<file path="src/rtl/peaks_sequencer_if.sv">
//------------------------------------------------------------------------------
// peaks_sequencer_if
//
// Bundles the frame handshake, the peak finder result bus and the output
// readout stream of the peaks sequencer.
//
//   master : the sequencer side (drives frame_ack, peaks_valid, out_*, busy)
//   slave  : the environment side (FFT source, peak finder, readout consumer)
//
// Signals:
//   frame_ready  source -> seq   frame stable on the finder input bus
//   frame_ack    seq -> source   one-cycle pulse, frame latched
//   peaks_valid  seq -> finder   finder valid_in
//   peaks_amp    finder -> seq   PEAKS signed amplitudes, entry k at [k*AMPL_WIDTH +: AMPL_WIDTH]
//   peaks_freq   finder -> seq   PEAKS frequency indices
//   peaks_time   finder -> seq   finder frame counter
//   out_valid    seq -> consumer FIFO not empty
//   out_ready    consumer -> seq pop
//   out_idx/out_freq/out_amp/out_time  head entry of the FIFO
//   busy         seq -> any      sequencer not idle
//------------------------------------------------------------------------------
`timescale 1ns/1ps
interface peaks_sequencer_if #(
  parameter int PEAKS      = 6,
  parameter int FREQ_WIDTH = 9,
  parameter int AMPL_WIDTH = 24,
  parameter int TIME_WIDTH = 16
);
  logic                         frame_ready;
  logic                         frame_ack;
  logic                         peaks_valid;
  logic [PEAKS*AMPL_WIDTH-1:0]  peaks_amp;
  logic [PEAKS*FREQ_WIDTH-1:0]  peaks_freq;
  logic [TIME_WIDTH-1:0]        peaks_time;
  logic                         out_valid;
  logic                         out_ready;
  logic [2:0]                   out_idx;
  logic [FREQ_WIDTH-1:0]        out_freq;
  logic signed [AMPL_WIDTH-1:0] out_amp;
  logic [TIME_WIDTH-1:0]        out_time;
  logic                         busy;

  modport master (
    input  frame_ready, peaks_amp, peaks_freq, peaks_time, out_ready,
    output frame_ack, peaks_valid, out_valid, out_idx, out_freq, out_amp,
           out_time, busy
  );

  modport slave (
    output frame_ready, peaks_amp, peaks_freq, peaks_time, out_ready,
    input  frame_ack, peaks_valid, out_valid, out_idx, out_freq, out_amp,
           out_time, busy
  );
endinterface

</file>
<file path="src/rtl/peaks_sequencer.sv">
//------------------------------------------------------------------------------
// peaks_sequencer
//
// Controller for the spectral peak finder. Accepts FFT frames over a level
// request/ack handshake, emits a clean peaks_valid pulse followed by a settle
// gap, captures the per-bin peak results into shadow registers and serializes
// them into a first-word fall-through output FIFO. The first two frames after
// reset only pulse the finder (its output lags its input by two frames).
//
// Ports:
//   CLOCK_50  sole clock
//   reset_n   asynchronous active-low reset
//   bus       peaks_sequencer_if.master (handshake, finder results, readout)
//
// Build option:
//   PEAKS_SEQ_SKIP_ZERO_EN  when defined, bins whose amplitude is zero are not
//                           pushed into the FIFO (the drain index still walks
//                           every bin, one per cycle, without stalling).
//------------------------------------------------------------------------------
`timescale 1ns/1ps
module peaks_sequencer #(
  parameter int PEAKS         = 6,
  parameter int FREQ_WIDTH    = 9,
  parameter int AMPL_WIDTH    = 24,
  parameter int TIME_WIDTH    = 16,
  parameter int PULSE_CYCLES  = 2,
  parameter int SETTLE_CYCLES = 4,
  parameter int FIFO_DEPTH    = 8
) (
  input  logic              CLOCK_50,
  input  logic              reset_n,
  peaks_sequencer_if.master bus
);

  localparam int TMR_MAX = (PULSE_CYCLES > SETTLE_CYCLES) ? PULSE_CYCLES : SETTLE_CYCLES;
  localparam int TMR_W   = (TMR_MAX > 1) ? $clog2(TMR_MAX) : 1;
  localparam int PTR_W   = $clog2(FIFO_DEPTH);

  typedef logic [TMR_W-1:0] tmr_t;
  typedef logic [PTR_W:0]   cnt_t;

  localparam tmr_t       PULSE_LAST  = tmr_t'(PULSE_CYCLES - 1);
  localparam tmr_t       SETTLE_LAST = tmr_t'(SETTLE_CYCLES - 1);
  localparam cnt_t       FULL_CNT    = cnt_t'(FIFO_DEPTH);
  localparam logic [2:0] IDX_LAST    = 3'(PEAKS - 1);
  localparam logic [1:0] WARM_FRAMES = 2'd2;

  typedef enum logic [2:0] {
    S_IDLE, S_PULSE, S_SETTLE, S_CAPTURE, S_DRAIN
  } state_t;

  typedef struct packed {
    logic [2:0]                   idx;
    logic [FREQ_WIDTH-1:0]        freq;
    logic signed [AMPL_WIDTH-1:0] amp;
    logic [TIME_WIDTH-1:0]        tstamp;
  } entry_t;

  state_t               state_q, state_d;
  tmr_t                 tmr_q, tmr_d;
  logic [1:0]           warm_q, warm_d;
  logic [2:0]           idx_q, idx_d;
  logic [PTR_W-1:0]     wr_q, wr_d, rd_q, rd_d;
  cnt_t                 cnt_q, cnt_d;

  logic signed [AMPL_WIDTH-1:0] shd_amp_q  [PEAKS];
  logic [FREQ_WIDTH-1:0]        shd_freq_q [PEAKS];
  logic [TIME_WIDTH-1:0]        shd_time_q;
  entry_t                       mem_q [FIFO_DEPTH];

  logic   pulse_o, ack_o, busy_o, push_req;
  logic   entry_live;
  logic   fifo_empty, fifo_full, pop, push_ok;
  entry_t push_entry, head;

`ifdef PEAKS_SEQ_SKIP_ZERO_EN
  assign entry_live = (shd_amp_q[idx_q] != '0);
`else
  assign entry_live = 1'b1;
`endif

  // ---- FSM state register ----
  always_ff @(posedge CLOCK_50 or negedge reset_n) begin
    if (!reset_n) state_q <= S_IDLE;
    else          state_q <= state_d;
  end

  // ---- FSM next state and sequencing counters ----
  always_comb begin
    state_d = state_q;
    tmr_d   = tmr_q;
    warm_d  = warm_q;
    idx_d   = idx_q;
    case (state_q)
      S_IDLE: begin
        if (bus.frame_ready) begin
          state_d = S_PULSE;
          tmr_d   = '0;
        end
      end
      S_PULSE: begin
        if (tmr_q == PULSE_LAST) begin
          state_d = S_SETTLE;
          tmr_d   = '0;
        end else begin
          tmr_d = tmr_q + 1'b1;
        end
      end
      S_SETTLE: begin
        if (tmr_q == SETTLE_LAST) begin
          tmr_d = '0;
          // Warm-up frames stop here; the counter saturates at WARM_FRAMES.
          if (warm_q == WARM_FRAMES) begin
            state_d = S_CAPTURE;
          end else begin
            state_d = S_IDLE;
            warm_d  = warm_q + 2'd1;
          end
        end else begin
          tmr_d = tmr_q + 1'b1;
        end
      end
      S_CAPTURE: begin
        state_d = S_DRAIN;
        idx_d   = '0;
      end
      S_DRAIN: begin
        // A skipped bin never waits on the FIFO; a live bin waits for room.
        if (!push_req || push_ok) begin
          if (idx_q == IDX_LAST) state_d = S_IDLE;
          else                   idx_d   = idx_q + 3'd1;
        end
      end
      default: state_d = S_IDLE;
    endcase
  end

  // ---- FSM outputs ----
  always_comb begin
    pulse_o  = 1'b0;
    ack_o    = 1'b0;
    busy_o   = 1'b1;
    push_req = 1'b0;
    case (state_q)
      S_IDLE:  busy_o = 1'b0;
      S_PULSE: begin
        pulse_o = 1'b1;
        ack_o   = (tmr_q == PULSE_LAST);
      end
      S_DRAIN: push_req = entry_live;
      default: ;
    endcase
  end

  // ---- FIFO control: push may coincide with pop even when full ----
  always_comb begin
    fifo_empty = (cnt_q == '0);
    fifo_full  = (cnt_q == FULL_CNT);
    pop        = bus.out_ready && !fifo_empty;
    push_ok    = push_req && (!fifo_full || pop);
    wr_d       = push_ok ? wr_q + 1'b1 : wr_q;
    rd_d       = pop ? rd_q + 1'b1 : rd_q;
    cnt_d      = cnt_q;
    case ({push_ok, pop})
      2'b10:   cnt_d = cnt_q + 1'b1;
      2'b01:   cnt_d = cnt_q - 1'b1;
      default: cnt_d = cnt_q;
    endcase
  end

  always_ff @(posedge CLOCK_50 or negedge reset_n) begin
    if (!reset_n) begin
      tmr_q  <= '0;
      warm_q <= '0;
      idx_q  <= '0;
      wr_q   <= '0;
      rd_q   <= '0;
      cnt_q  <= '0;
    end else begin
      tmr_q  <= tmr_d;
      warm_q <= warm_d;
      idx_q  <= idx_d;
      wr_q   <= wr_d;
      rd_q   <= rd_d;
      cnt_q  <= cnt_d;
    end
  end

  // ---- Shadow capture and FIFO storage (data only, no reset) ----
  assign push_entry = '{idx: idx_q, freq: shd_freq_q[idx_q],
                        amp: shd_amp_q[idx_q], tstamp: shd_time_q};

  always_ff @(posedge CLOCK_50) begin
    if (state_q == S_CAPTURE) begin
      for (int k = 0; k < PEAKS; k++) begin
        shd_amp_q[k]  <= bus.peaks_amp[k*AMPL_WIDTH +: AMPL_WIDTH];
        shd_freq_q[k] <= bus.peaks_freq[k*FREQ_WIDTH +: FREQ_WIDTH];
      end
      shd_time_q <= bus.peaks_time;
    end
    if (push_ok) mem_q[wr_q] <= push_entry;
  end

  // Readout fields are forced to zero while empty so they are defined after reset.
  assign head = mem_q[rd_q];

  assign bus.out_valid   = !fifo_empty;
  assign bus.out_idx     = fifo_empty ? '0 : head.idx;
  assign bus.out_freq    = fifo_empty ? '0 : head.freq;
  assign bus.out_amp     = fifo_empty ? '0 : head.amp;
  assign bus.out_time    = fifo_empty ? '0 : head.tstamp;
  assign bus.peaks_valid = pulse_o;
  assign bus.frame_ack   = ack_o;
  assign bus.busy        = busy_o;

endmodule

</file>
<file path="src/flat_wrapper.sv">
// flat-port wrapper written by rule: the top's interface ports become plain ports
module peaks_sequencer_flat 
#(
  parameter int PEAKS         = 6,
  parameter int FREQ_WIDTH    = 9,
  parameter int AMPL_WIDTH    = 24,
  parameter int TIME_WIDTH    = 16,
  parameter int PULSE_CYCLES  = 2,
  parameter int SETTLE_CYCLES = 4,
  parameter int FIFO_DEPTH    = 8
)
  (CLOCK_50, reset_n, bus_frame_ready, bus_peaks_amp, bus_peaks_freq, bus_peaks_time, bus_out_ready, bus_frame_ack, bus_peaks_valid, bus_out_valid, bus_out_idx, bus_out_freq, bus_out_amp, bus_out_time, bus_busy);
  peaks_sequencer_if #(.PEAKS(PEAKS), .FREQ_WIDTH(FREQ_WIDTH), .AMPL_WIDTH(AMPL_WIDTH), .TIME_WIDTH(TIME_WIDTH)) bus_i ();
  input  logic CLOCK_50;
  input  logic reset_n;
  input wire logic [$bits(bus_i.frame_ready)-1:0] bus_frame_ready;
  input wire logic [$bits(bus_i.peaks_amp)-1:0] bus_peaks_amp;
  input wire logic [$bits(bus_i.peaks_freq)-1:0] bus_peaks_freq;
  input wire logic [$bits(bus_i.peaks_time)-1:0] bus_peaks_time;
  input wire logic [$bits(bus_i.out_ready)-1:0] bus_out_ready;
  output wire logic [$bits(bus_i.frame_ack)-1:0] bus_frame_ack;
  output wire logic [$bits(bus_i.peaks_valid)-1:0] bus_peaks_valid;
  output wire logic [$bits(bus_i.out_valid)-1:0] bus_out_valid;
  output wire logic [$bits(bus_i.out_idx)-1:0] bus_out_idx;
  output wire logic [$bits(bus_i.out_freq)-1:0] bus_out_freq;
  output wire logic [$bits(bus_i.out_amp)-1:0] bus_out_amp;
  output wire logic [$bits(bus_i.out_time)-1:0] bus_out_time;
  output wire logic [$bits(bus_i.busy)-1:0] bus_busy;
  assign bus_i.frame_ready = bus_frame_ready;
  assign bus_i.peaks_amp = bus_peaks_amp;
  assign bus_i.peaks_freq = bus_peaks_freq;
  assign bus_i.peaks_time = bus_peaks_time;
  assign bus_i.out_ready = bus_out_ready;
  assign bus_frame_ack = bus_i.frame_ack;
  assign bus_peaks_valid = bus_i.peaks_valid;
  assign bus_out_valid = bus_i.out_valid;
  assign bus_out_idx = bus_i.out_idx;
  assign bus_out_freq = bus_i.out_freq;
  assign bus_out_amp = bus_i.out_amp;
  assign bus_out_time = bus_i.out_time;
  assign bus_busy = bus_i.busy;
  peaks_sequencer #(.PEAKS(PEAKS), .FREQ_WIDTH(FREQ_WIDTH), .AMPL_WIDTH(AMPL_WIDTH), .TIME_WIDTH(TIME_WIDTH), .PULSE_CYCLES(PULSE_CYCLES), .SETTLE_CYCLES(SETTLE_CYCLES), .FIFO_DEPTH(FIFO_DEPTH)) u_core (.CLOCK_50(CLOCK_50), .reset_n(reset_n), .bus(bus_i));
endmodule
</file>
<file path="config.mk">
export PLATFORM = sky130hd
export DESIGN_NAME = peaks_sequencer_flat
export DESIGN_NICKNAME = d
export VERILOG_FILES = /design/src/rtl/peaks_sequencer_if.sv /design/src/rtl/peaks_sequencer.sv /design/src/flat_wrapper.sv
export SDC_FILE = /design/constraint.sdc
export NUM_CORES = 1
export LEC_CHECK = 0
export BUFFER_PORTS_ARGS = -buffer_cell sky130_fd_sc_hd__buf_2
export CAP_MARGIN = 25
export CORE_MARGIN = 2
export CORE_UTILIZATION = 55
export CTS_CLUSTER_DIAMETER = 40
export CTS_CLUSTER_SIZE = 25
export DETAILED_ROUTE_END_ITERATION = 7
export PLACE_DENSITY = 0.8
export RECOVER_POWER = 25
export SETUP_SLACK_MARGIN = 0.2
export SLEW_MARGIN = 5
export SYNTH_ARGS = -nofsm -noshare
export SYNTH_HDL_FRONTEND = slang
export SYNTH_SLANG_ARGS = --single-unit
</file>
<file path="constraint.sdc">
create_clock -name CLOCK_50 -period 9.9 [get_ports CLOCK_50]
set_clock_uncertainty 0.15 [all_clocks]
set_input_delay 1.98 -clock CLOCK_50 [delete_from_list [all_inputs] [get_ports CLOCK_50]]
set_output_delay 1.98 -clock CLOCK_50 [all_outputs]
set_load 0.02 [all_outputs]
</file>
Word level (Yosys, flattened, before mapping)
Memory sizes are Yosys's and may differ from the RTL's.
Cells that the tools add are included.
{"block": "word_totals", "n_memories": 3, "elab_cells": 79, "reg_bits": 36, "inputBits": 218, "ramBits": 614, "out_inout_bits": 56}
{"block": "op_classes", "n_bitwise": 1, "n_eq_ne": 17, "muxes": 27, "addsub": 7, "n_reduce_logical": 16}
{"name": "u_core.mem_q", "depth": 8, "word_bits": 52, "rd": 1, "rd_clocked_by_memory_dff": 0, "write_ports": 1, "line": "peaks_sequencer.sv:69", "rtl": "entry_t mem_q [FIFO_DEPTH];"}
{"name": "u_core.shd_amp_q", "depth": 6, "word_bits": 24, "rd": 1, "rd_clocked_by_memory_dff": 0, "write_ports": 6, "line": "peaks_sequencer.sv:66", "rtl": "logic signed [AMPL_WIDTH-1:0] shd_amp_q [PEAKS];"}
{"name": "u_core.shd_freq_q", "depth": 6, "word_bits": 9, "rd": 1, "rd_clocked_by_memory_dff": 0, "write_ports": 6, "line": "peaks_sequencer.sv:67", "rtl": "logic [FREQ_WIDTH-1:0] shd_freq_q [PEAKS];"}
{"cell": "2-to-1 mux 24 bit", "count": 1}
{"cell": "2-to-1 mux 3 bit", "count": 8}
{"cell": "2-to-1 mux 16 bit", "count": 1}
{"cell": "case mux 3 bit (5 select lines)", "count": 1}
{"cell": "adder 3 x 1 -> 3 bit (second input constant)", "count": 3}
{"cell": "2-to-1 mux 9 bit", "count": 1}
{"cell": "2-to-1 mux 1 bit", "count": 8}
{"cell": "2-to-1 mux 2 bit", "count": 4}
{"cell": "!= test 2 x 1 -> 1 bit (second input constant)", "count": 4}
{"cell": "case mux 4 bit (2 select lines)", "count": 1}
{"cell": "== test 2 bit (second input constant)", "count": 3}
{"cell": "== test 3 x 2 -> 1 bit (second input constant)", "count": 2}
{"cell": "== test 3 bit (second input constant)", "count": 2}
{"cell": "case mux 2 bit (3 select lines)", "count": 1}
{"cell": "case mux 3 bit (2 select lines)", "count": 1}
{"cell": "AND reduction 3 bit", "count": 2}
{"cell": "AND reduction 5 bit", "count": 1}
{"cell": "adder 2 x 1 -> 2 bit (second input constant)", "count": 2}
{"cell": "adder 4 x 1 -> 4 bit (second input constant)", "count": 1}
{"cell": "== test 2 x 1 -> 1 bit (second input constant)", "count": 2}
{"cell": "== test 4 bit (second input constant)", "count": 1}
{"cell": "zero test 4 bit", "count": 1}
{"cell": "!= test 2 bit (second input constant)", "count": 2}
{"cell": "nonzero test 2 bit", "count": 2}
{"cell": "9 further kinds", "count": 13}

Logic depth before layout (Yosys ltp)
Gate-level depths: netlist of the first run.
{"block": "depth", "word_depth": 8, "mapped_depth": 11}

Worst setup path before layout of the first run
OpenSTA, ideal clock, no wires.
{"block": "synth_timing", "path_kind": "input-to-reg", "from": "input port bus_out_ready", "to": "memory u_core.mem_q[2][0] (netlist bit) (enable)", "setup_time_ns": 0.609, "n_path_buf": 0, "slack_ns": 1.413, "t_arrival_ns": 7.728, "cell_stages": 3, "path_cell_list": "nand2b_1 o21ai_2 nor4b_1"}
{"block": "synth_between", "elab_chain_len": 5}
{"item": "start, declared", "line": "flat_wrapper.sv:20", "rtl": "input wire logic [$bits(bus_i.out_ready)-1:0] bus_out_ready;"}
{"item": "logical AND 1 bit", "line": "peaks_sequencer.sv:159", "rtl": "pop = bus.out_ready && !fifo_empty;"}
{"item": "logical OR 1 bit", "line": "peaks_sequencer.sv:160", "rtl": "push_ok = push_req && (!fifo_full || pop);"}
{"item": "logical AND 1 bit", "line": "peaks_sequencer.sv:160"}
{"item": "2-to-1 mux 1 bit", "line": "peaks_sequencer.sv:201", "rtl": "if (push_ok) mem_q[wr_q] <= push_entry;"}
{"item": "2-to-1 mux 1 bit (not written as such)", "line": "peaks_sequencer.sv:201"}
{"item": "end, declared", "line": "peaks_sequencer.sv:69"}
Every way passes these cells.

Worst setup path after layout of the first run
{"block": "layout_timing", "from": "register u_core.rd_q[0]", "to": "output port bus_out_amp[20]"}
{"block": "layout_between", "elab_chain_len": 2}
{"item": "start, declared", "line": "peaks_sequencer.sv:63", "rtl": "logic [PTR_W-1:0] wr_q, wr_d, rd_q, rd_d;"}
{"item": "start signal, assigned", "line": "peaks_sequencer.sv:184", "rtl": "rd_q <= rd_d;"}
{"item": "memory (8 x 52 bit)"}
{"item": "2-to-1 mux 24 bit", "line": "peaks_sequencer.sv:210", "rtl": "assign bus.out_amp = fifo_empty ? '0 : head.amp;"}
{"item": "end, declared", "line": "flat_wrapper.sv:26", "rtl": "output wire logic [$bits(bus_i.out_amp)-1:0] bus_out_amp;"}
Every way passes these cells.

==> reports/results.tsv, run 1 <==
stage	metric	value	unit
global_routing	remaining global-route overflow	0	
clock_tree	post-cts resize count	0	
timing	actual slew at the worst max-slew pin	1.160	ns
timing	Final setup viols	0	
placed_design	post-DP HPWL	29.36	mm
min_path	min-delay src	u_core.warm_q[0]$_DFFE_PN0P_	
pwr	Reg power frac	42.2	%
finish	Fill cells	2758	
logic_synthesis	post-synth top area share	76.47	%
logic_synthesis	post-synth net total	1342	
detailed_routing	routed via count	12260	
min_path	Worst Hold Class	flip-flop to flip-flop	
die	die height	216.1	um
finish	Multi-input gate area	4986	um^2
min_path	Hold EP	u_core.warm_q[0]$_DFFE_PN0P_	
logic_synthesis	post-synthesis cell count	1113	
clock_tree	Clock transition at path regs	0.06	ns
worst_setup_path	Crit-path slowest cell	dfrtp_4	
worst_setup_path	reg2reg setup slack	6.52	ns
worst_setup_path	Worst Path Arrival	3.32	ns
finish	final std cells w/o fill	2087	
timing	max-slew violations	0	
detailed_routing	routed length per instance	24.96	um
die	FP Rows	77	
logic_synthesis	top post-synthesis cells by area	edfxtp_1 (76%), mux4_2 (12%), dfrtp_1 (2.0%)	
placed_design	routability cong.	0.8068	
die	io pins	274	
global_routing	largest net degree at the start of global routing	131	
global_routing	antenna violations before repair	8	
worst_setup_path	Crit Path Max Fanout	45	
worst_setup_path	CP max stage delay	0.81	ns
logic_synthesis	Synth area leader	edfxtp_1	
pwr	Gate power share	27.1	%
pwr	Pwr per Cell Area	304.4	nW/um^2
timing	fmax	183.5	MHz
finish	Area Overhead vs Synth	18.77	%
global_routing	Total Routing Usage GR	22.82	%
finish	layout cells sized above 1	39.49	%
pwr	sw power	2.745	mW
clock_tree	CTS Root Cell	clkbuf_16	
pwr	VDD IR max	0.0002330	V
placed_design	PortBufs	273	
clock_tree	H-tree levels	3	
outcome	status	finished clean	
pwr	switching portion of total power	30.68	%
clock_tree	Post-CTS Hold Buffers	0	
timing	final period utilization	55.05	%
logic_synthesis	register bit total from synthesis	650	
die	core area	44320	um^2
global_routing	vias in the first global route	12960	
clock_tree	Max Root-Sink Buffers	3	
logic_synthesis	Post-Syn Area	24740	um^2
flow_run	# Max-Cap Violations	0	
min_path	hold depth	1	
clock_tree	worst-skew pair later-pin latency	0.60	ns
worst_setup_path	Worst EP required	7.77	ns
pwr	P_int	6.201	mW
worst_setup_path	Worst setup EP type	output port	
worst_setup_path	reg2reg end	u_core.mem_q[4][29]$_DFFE_PP_	
finish	Final Core Density	66.30	%
worst_setup_path	crit-path cells	buf_4 > mux4_2 > a22o_1 > buf_2	
die	Die W	216.1	um
clock_tree	TritonCTS Sinks	650	
clock_tree	CTS tree	done	
detailed_routing	Pre-Repair DR Iteration Count	8	
clock_tree	postcts setup bufs	0	
finish	Storage cell area	19430	um^2
placed_design	placed insts	1939	
detailed_routing	final wirelength	52.09	mm
worst_setup_path	Critical Path Start Type	flip-flop	
detailed_routing	DRC	0	
pwr	clock share of power	30.7	%
timing	setup TNS	0	ns
logic_synthesis	Netlist cell types	46	
timing	RSZ-0062 raised after global routing	no	
detailed_routing	initial drt markers	1221	
detailed_routing	post-route ant nets	0	
pwr	Leak	10.08	nW
worst_setup_path	Reg2Reg Depth	5	
die	Initial Util	55.82	%
worst_setup_path	Critical R2R Launch	u_core.idx_q[0]$_DFFE_PN0P_	
global_routing	global-route wire length before repair	78.32	mm
logic_synthesis	Mapped Avg Cell Area	22.23	um^2
logic_synthesis	Syn. warnings	0	
timing	Final Hold Viols	0	
die	Die ar.	46690	um^2
timing	Slew HR	22.67	%
logic_synthesis	ys flop type	edfxtp_1	
logic_synthesis	sequential area share after synthesis	78.49	%
finish	Final #Nets	1661	
worst_setup_path	path type of the worst setup path	flip-flop to output port	
logic_synthesis	Post-synth EDFFs	630	
logic_synthesis	Synth async-reset ratio	3.077	%
detailed_routing	via density per instance	5.876	
timing	min cycle time layout	5.450	ns
clock_tree	cts bufs inserted	71	
## worst max path at each step
stage	startpoint	endpoint	slack (ns)	cells past startpoint
floorplan	bus_out_ready	u_core.mem_q[2][0]$_DFFE_PP_	1.41	3
global placement	u_core.rd_q[0]$_DFFE_PN0P_	bus_out_amp[20]	5.00	4
detailed placement	u_core.rd_q[0]$_DFFE_PN0P_	bus_out_freq[3]	4.98	4
CTS	u_core.rd_q[0]$_DFFE_PN0P_	bus_out_amp[20]	4.31	4
global route	u_core.rd_q[0]$_DFFE_PN0P_	bus_out_amp[3]	4.17	4
finish	u_core.rd_q[0]$_DFFE_PN0P_	bus_out_amp[20]	4.45	4
## placed cells by master, fill, tap and decap left out, types with 4 or more instances in the layout
master | Yosys | routed
nand2b_1 | 4 | 4
o211ai_1 | 5 | 5
clkbuf_16 | 0 | 74
mux4_2 | 137 | 137
ha_1 | 11 | 11
edfxtp_1 | 630 | 630
mux2i_1 | 35 | 35
clkbuf_1 | 29 | 8
dfrtp_1 | 20 | 18
o21ai_0 | 35 | 35
a22o_1 | 52 | 52
inv_1 | 11 | 9
diode_2 | 0 | 6
bufinv_16 | 0 | 8
nand2_1 | 39 | 39
buf_4 | 1 | 19
inv_6 | 0 | 9
clkinvlp_4 | 0 | 10
clkbuf_4 | 0 | 8
xnor2_1 | 7 | 7
inv_8 | 0 | 10
a21oi_1 | 5 | 5
clkinv_4 | 0 | 4
nor2b_1 | 5 | 4
buf_2 | 20 | 277
## cells in the mapped netlist (3+ instances only)
cell type  number
edfxtp_1      630
mux4_2        137
a22o_1         52
nand2_1        39
mux2i_1        35
o21ai_0        35
clkbuf_1       29
buf_2          20
dfrtp_1        20
buf_6          11
ha_1           11
inv_1          11
xnor2_1         7
a21oi_1         5
nor2b_1         5
nor3_1          5
o211ai_1        5
nand2b_1        4
nor3b_1         4
a211oi_1        3
mux2_2          3
nand3b_1        3
nor2_1          3
o221ai_1        3
## per-layer routing
layer  wire length, um  GRT usage [%]  share of wire (%)
met4              1516          8.128                2.9
met3              3466          5.586                6.7
met5                28              0              0.054
met1             21010          30.63                 40
met2             26070          36.98                 50
## cell families (layout without fill, tap and decap cells)
logic type      Yosys count  after routing  synth area share (%)
other cells               0              6                     0
simple gates             83             83                 1.790
mux                     175            175                 14.02
fa+ha+maj                11             11                0.5563
compound gates          112            112                 3.282
buf+inv                  74            450                 1.573
flops                   650            650                 78.49
xor+xnor                  8              8                0.2832
## power by group through the flow
stage,clock (mW),combinational [mW],sequential (mW)
final,2.74,2.42,3.78
after global routing,2.89,2.60,3.82
after CTS,2.79,2.40,3.79
after detailed placement,0,2.38,3.84
after global placement,0,2.30,3.82
after floorplan,0,1.78,3.71
## per-stage QoR
stage | hold slack [ns] | area [um^2] | power [mW] | worst slack (ns)
global placement | 0.3111 | 26690 | 6.120 | 4.999
global route | 0.3449 | 29380 | 9.304 | 4.168
CTS | 0.3289 | 29250 | 8.978 | 4.308
finish | 0.3238 | 29380 | 8.946 | 4.450
detailed placement | 0.3173 | 26760 | 6.219 | 4.983
floorplan | 0.2954 | 24740 | 5.489 | 1.413
## critical path: cells and delay by family (launching register included)
| kind | cells | cell delay [ns] |
|---|---|---|
| buffers and inverters | 2 | 0.97 |
| flip-flops | 1 | 0.81 |
| AO/OA/AOI/OAI | 1 | 0.30 |
| multiplexers | 1 | 0.61 |
## sequential cells by signal, indices dropped and copies added (netlist names)
signal and count:
u_core.tmr_q 2, u_core.rd_q 3, u_core.wr_q 3, u_core.idx_q 3, u_core.mem_q 416, u_core.shd_amp_q 144, u_core.shd_time_q 16, u_core.state_q 3
u_core.cnt_q 4, u_core.warm_q 2, u_core.shd_freq_q 54
## layout make-up
| cell class | count | share of cell area, % |
|---|---|---|
| tap | 592 | 2.521 |
| sequential | 650 | 66.11 |
| clock buffer | 80 | 6.379 |
| antenna | 6 | 0.05110 |
| multi-input combinational | 389 | 16.97 |
| timing repair buffer | 309 | 5.689 |
| clock inverter | 50 | 2.116 |
| inverter | 11 | 0.1661 |
Note: power is estimated with default switching activity, not from simulation.
==> run 2: changes to the inputs <==
--- a/config.mk
+++ b/config.mk
@@ -5,6 +5,7 @@
 export SDC_FILE = /design/constraint.sdc
 export NUM_CORES = 1
 export LEC_CHECK = 0
+export ABC_AREA = 1
 export BUFFER_PORTS_ARGS = -buffer_cell sky130_fd_sc_hd__buf_2
 export CAP_MARGIN = 25
 export CORE_MARGIN = 2
@@ -12,7 +13,7 @@
 export CTS_CLUSTER_DIAMETER = 40
 export CTS_CLUSTER_SIZE = 25
 export DETAILED_ROUTE_END_ITERATION = 7
-export PLACE_DENSITY = 0.8
+export PLACE_DENSITY = 0.79
 export RECOVER_POWER = 25
 export SETUP_SLACK_MARGIN = 0.2
 export SLEW_MARGIN = 5
==> constraint.sdc (replaced) <==
create_clock -name CLOCK_50 -period 5.6 [get_ports CLOCK_50]
set_clock_uncertainty 0.15 [all_clocks]
set_input_delay 1.12 -clock CLOCK_50 [delete_from_list [all_inputs] [get_ports CLOCK_50]]
set_output_delay 1.12 -clock CLOCK_50 [all_outputs]
set_load 0.02 [all_outputs]
==> run 2 against run 1 <==
Net effect:
- sequential power grew 69%
- combinational power grew 110%
- die area grew 3.9%
- synthesized cell count grew 87%
- via count grew 39%
- core utilization shrank 0.59 points
- cell count grew 45%
- worst setup slack lost 3.1 ns
==> reports/results.tsv, run 2 <==
stage	metric	value	unit
worst_setup_path	CP max stage delay	0.51	ns
outcome	status	finished clean	
logic_synthesis	Syn. warnings	0	
global_routing	largest net degree at the start of global routing	210	
logic_synthesis	Post-synth EDFFs	630	
pwr	Pwr per Cell Area	545.4	nW/um^2
detailed_routing	via density per instance	5.615	
finish	Fill cells	3223	
flow_run	# Max-Cap Violations	0	
placed_design	placed insts	2872	
worst_setup_path	Crit path max-delay family	buffers and inverters	
timing	fmax	238.1	MHz
die	die height	220.3	um
detailed_routing	routed length per instance	19.69	um
global_routing	vias in the first global route	16760	
clock_tree	worst-skew pair later-pin latency	0.61	ns
logic_synthesis	ys flop type	edfxtp_1	
clock_tree	cts bufs inserted	81	
global_routing	remaining global-route overflow	0	
pwr	Leak	11.14	nW
worst_setup_path	Critical Path Start Type	flip-flop	
timing	Final setup viols	0	
finish	fin area	30460	um^2
timing	setup TNS	0	ns
worst_setup_path	Critical path buffers and inverters	4	
logic_synthesis	Synth async-reset ratio	3.077	%
logic_synthesis	Post-Syn Area	25720	um^2
worst_setup_path	Worst EP required	4.33	ns
clock_tree	H-tree levels	3	
pwr	VDD IR max	0.0004960	V
worst_setup_path	Crit-path slowest cell	dfrtp_4	
timing	min cycle time layout	4.200	ns
worst_setup_path	path type of the worst setup path	flip-flop to output port	
logic_synthesis	sequential area share after synthesis	75.49	%
logic_synthesis	post-synth top area share	73.54	%
timing	Hold WS	0.3235	ns
finish	most frequent cells in the layout	edfxtp_1 (630), nor2_1 (514), buf_2 (248)	
timing	Final Hold Viols	0	
detailed_routing	final wirelength	59.57	mm
clock_tree	Clock transition at path regs	0.06	ns
pwr	total power	16.61	mW
logic_synthesis	count leader, synth	edfxtp_1	
logic_synthesis	Netlist cell types	25	
pwr	P_int	10.65	mW
detailed_routing	initial drt markers	1802	
detailed_routing	DRC	0	
worst_setup_path	crit-path cells	inv_6 > buf_16 > buf_4 > o21ai_0 > o21ai_1 > nor2_1 > nor2_1 > buf_2	
clock_tree	CTS Root Cell	clkbuf_16	
logic_synthesis	commonest cells in the netlist	edfxtp_1 (630), nor2_1 (522), nand2_1 (229)	
finish	final std cells w/o fill	3026	
clock_tree	Max Root-Sink Buffers	3	
die	Die W	220.3	um
timing	max-slew violations	0	
logic_synthesis	Synth area leader	edfxtp_1	
pwr	clock share of power	31.7	%
die	FP Rows	79	
finish	commonest non-fill, non-tap cell in the layout	edfxtp_1	
min_path	Worst Hold Class	primary input to async pin	
worst_setup_path	Worst setup EP type	output port	
timing	actual slew at the worst max-slew pin	1.042	ns
logic_synthesis	Mapped Avg Cell Area	12.37	um^2
finish	Final Core Density	65.71	%
placed_design	routability cong.	0.8189	
finish	layout cells sized above 1	18.16	%
worst_setup_path	Top cell by count, worst path	nor2_1	
finish	max reg flops	416	
global_routing	global-route wire length before repair	91.29	mm
timing	Slew HR	29.81	%
global_routing	Total Routing Usage GR	24.92	%
worst_setup_path	Worst Path Arrival	2.93	ns
logic_synthesis	register bit total from synthesis	650	
finish	Final #Nets	2582	
timing	Final WS setup	1.400	ns
pwr	Reg power frac	38.4	%
logic_synthesis	top post-synthesis cells by area	edfxtp_1 (74%), nor2_1 (7.6%), o21ai_0 (3.8%)	
clock_tree	Post-CTS Hold Buffers	0	
detailed_routing	Pre-Repair DR Iteration Count	5	
detailed_routing	post-route ant nets	0	
clock_tree	CTS tree	done	
timing	RSZ-0062 raised after global routing	no	
logic_synthesis	post-synth net total	2309	
finish	Top Registers	u_core.mem_q: 416 flops, u_core.shd_amp_q: 144 flops, u_core.shd_freq_q: 54 flops	
die	core area	46360	um^2
die	Die ar.	48520	um^2
global_routing	antenna violations before repair	6	
die	Initial Util	55.49	%
pwr	sw power	5.967	mW
placed_design	post-DP HPWL	34.88	mm
detailed_routing	routed via count	16990	
finish	Area Overhead vs Synth	18.43	%
placed_design	dpl ws	1.830	ns
pwr	switching portion of total power	35.92	%
clock_tree	TritonCTS Sinks	650	
placed_design	PortBufs	273	
clock_tree	post-cts resize count	0	
worst_setup_path	Crit Path Max Fanout	116	
timing	final period utilization	75.01	%
placed_design	Cell Area, Placed	27630	um^2
finish	Reg with most FFs	u_core.mem_q	
logic_synthesis	post-synthesis cell count	2080	
pwr	Gate power share	29.9	%
clock_tree	postcts setup bufs	0	
die	io pins	274	
## run 2: logic make-up (layout without fill, tap and decap cells)
| logic type | Yosys count | count (layout) | share of synthesized area (%) |
|---|---|---|---|
| compound gates | 341 | 341 | 6.649 |
| xor+xnor | 7 | 7 | 0.2383 |
| fa+ha+maj | 11 | 11 | 0.5350 |
| buf+inv | 151 | 489 | 2.826 |
| flops | 650 | 650 | 75.49 |
| other cells | 0 | 1 | 0 |
| simple gates | 920 | 920 | 14.26 |
## run 2: power groups by stage
| stage | combinational [mW] | sequential (mW) | clock (mW) |
|---|---|---|---|
| finish | 4.97 | 6.38 | 5.26 |
| global route | 5.53 | 6.41 | 5.53 |
| CTS | 4.89 | 6.43 | 5.32 |
| detailed placement | 4.85 | 6.53 | 0 |
| global placement | 4.67 | 6.51 | 0 |
| floorplan | 3.47 | 6.37 | 0 |
## run 2: area by class of cell
class	count	area, um^2	area share (%)
Antenna cell	1	2.502	0.008215
Clock buffer	87	2071	6.798
Clock inverter	61	715.7	2.349
Inverter	31	125.1	0.4107
Multi-Input combinational cell	1279	5643	18.52
Sequential cell	650	19430	63.78
Tap cell	607	759.5	2.493
Timing Repair Buffer	310	1717	5.635
## run 2: worst register-to-register path, stage by stage, from the launching register on
cell	delay, ns
dfrtp_1	0.43
nor2_1	0.20
nand3_2	0.63
nand2_1	0.32
inv_1	0.14
ha_1	0.24
xor2_1	0.24
ha_1	0.20
a21oi_1	0.06
or2_2	0.30
a31oi_1	0.13
## run 2: metal layers
layer  routed length, um  track usage (%)  vias to the layer above
met4                1510            8.904                       10
met1               24460            34.18                     8201
met2               28830            39.82                      767
met5                  67                0                        -
met3                4713            5.306                      116
li1                    -                -                     7896
## run 2: worst paths after layout
| path | startpoint | endpoint | slack (ns) | cells past startpoint |
|---|---|---|---|---|
| max | u_core.rd_q[0]$_DFFE_PN0P_ | bus_out_amp[9] | 1.40 | 8 |
| min | reset_n | u_core.warm_q[1]$_DFFE_PN0P_ | 0.32 | 1 |
| max reg2reg | u_core.cnt_q[0]$_DFFE_PN0P_ | u_core.cnt_q[2]$_DFFE_PN0P_ | 2.50 | 10 |
| min reg2reg | u_core.warm_q[1]$_DFFE_PN0P_ | u_core.warm_q[1]$_DFFE_PN0P_ | 0.35 | 2 |
| max in group asynchronous | reset_n | u_core.rd_q[2]$_DFFE_PN0P_ | 4.58 | 1 |
| min in group CLOCK_50 | u_core.warm_q[1]$_DFFE_PN0P_ | u_core.warm_q[1]$_DFFE_PN0P_ | 0.35 | 2 |
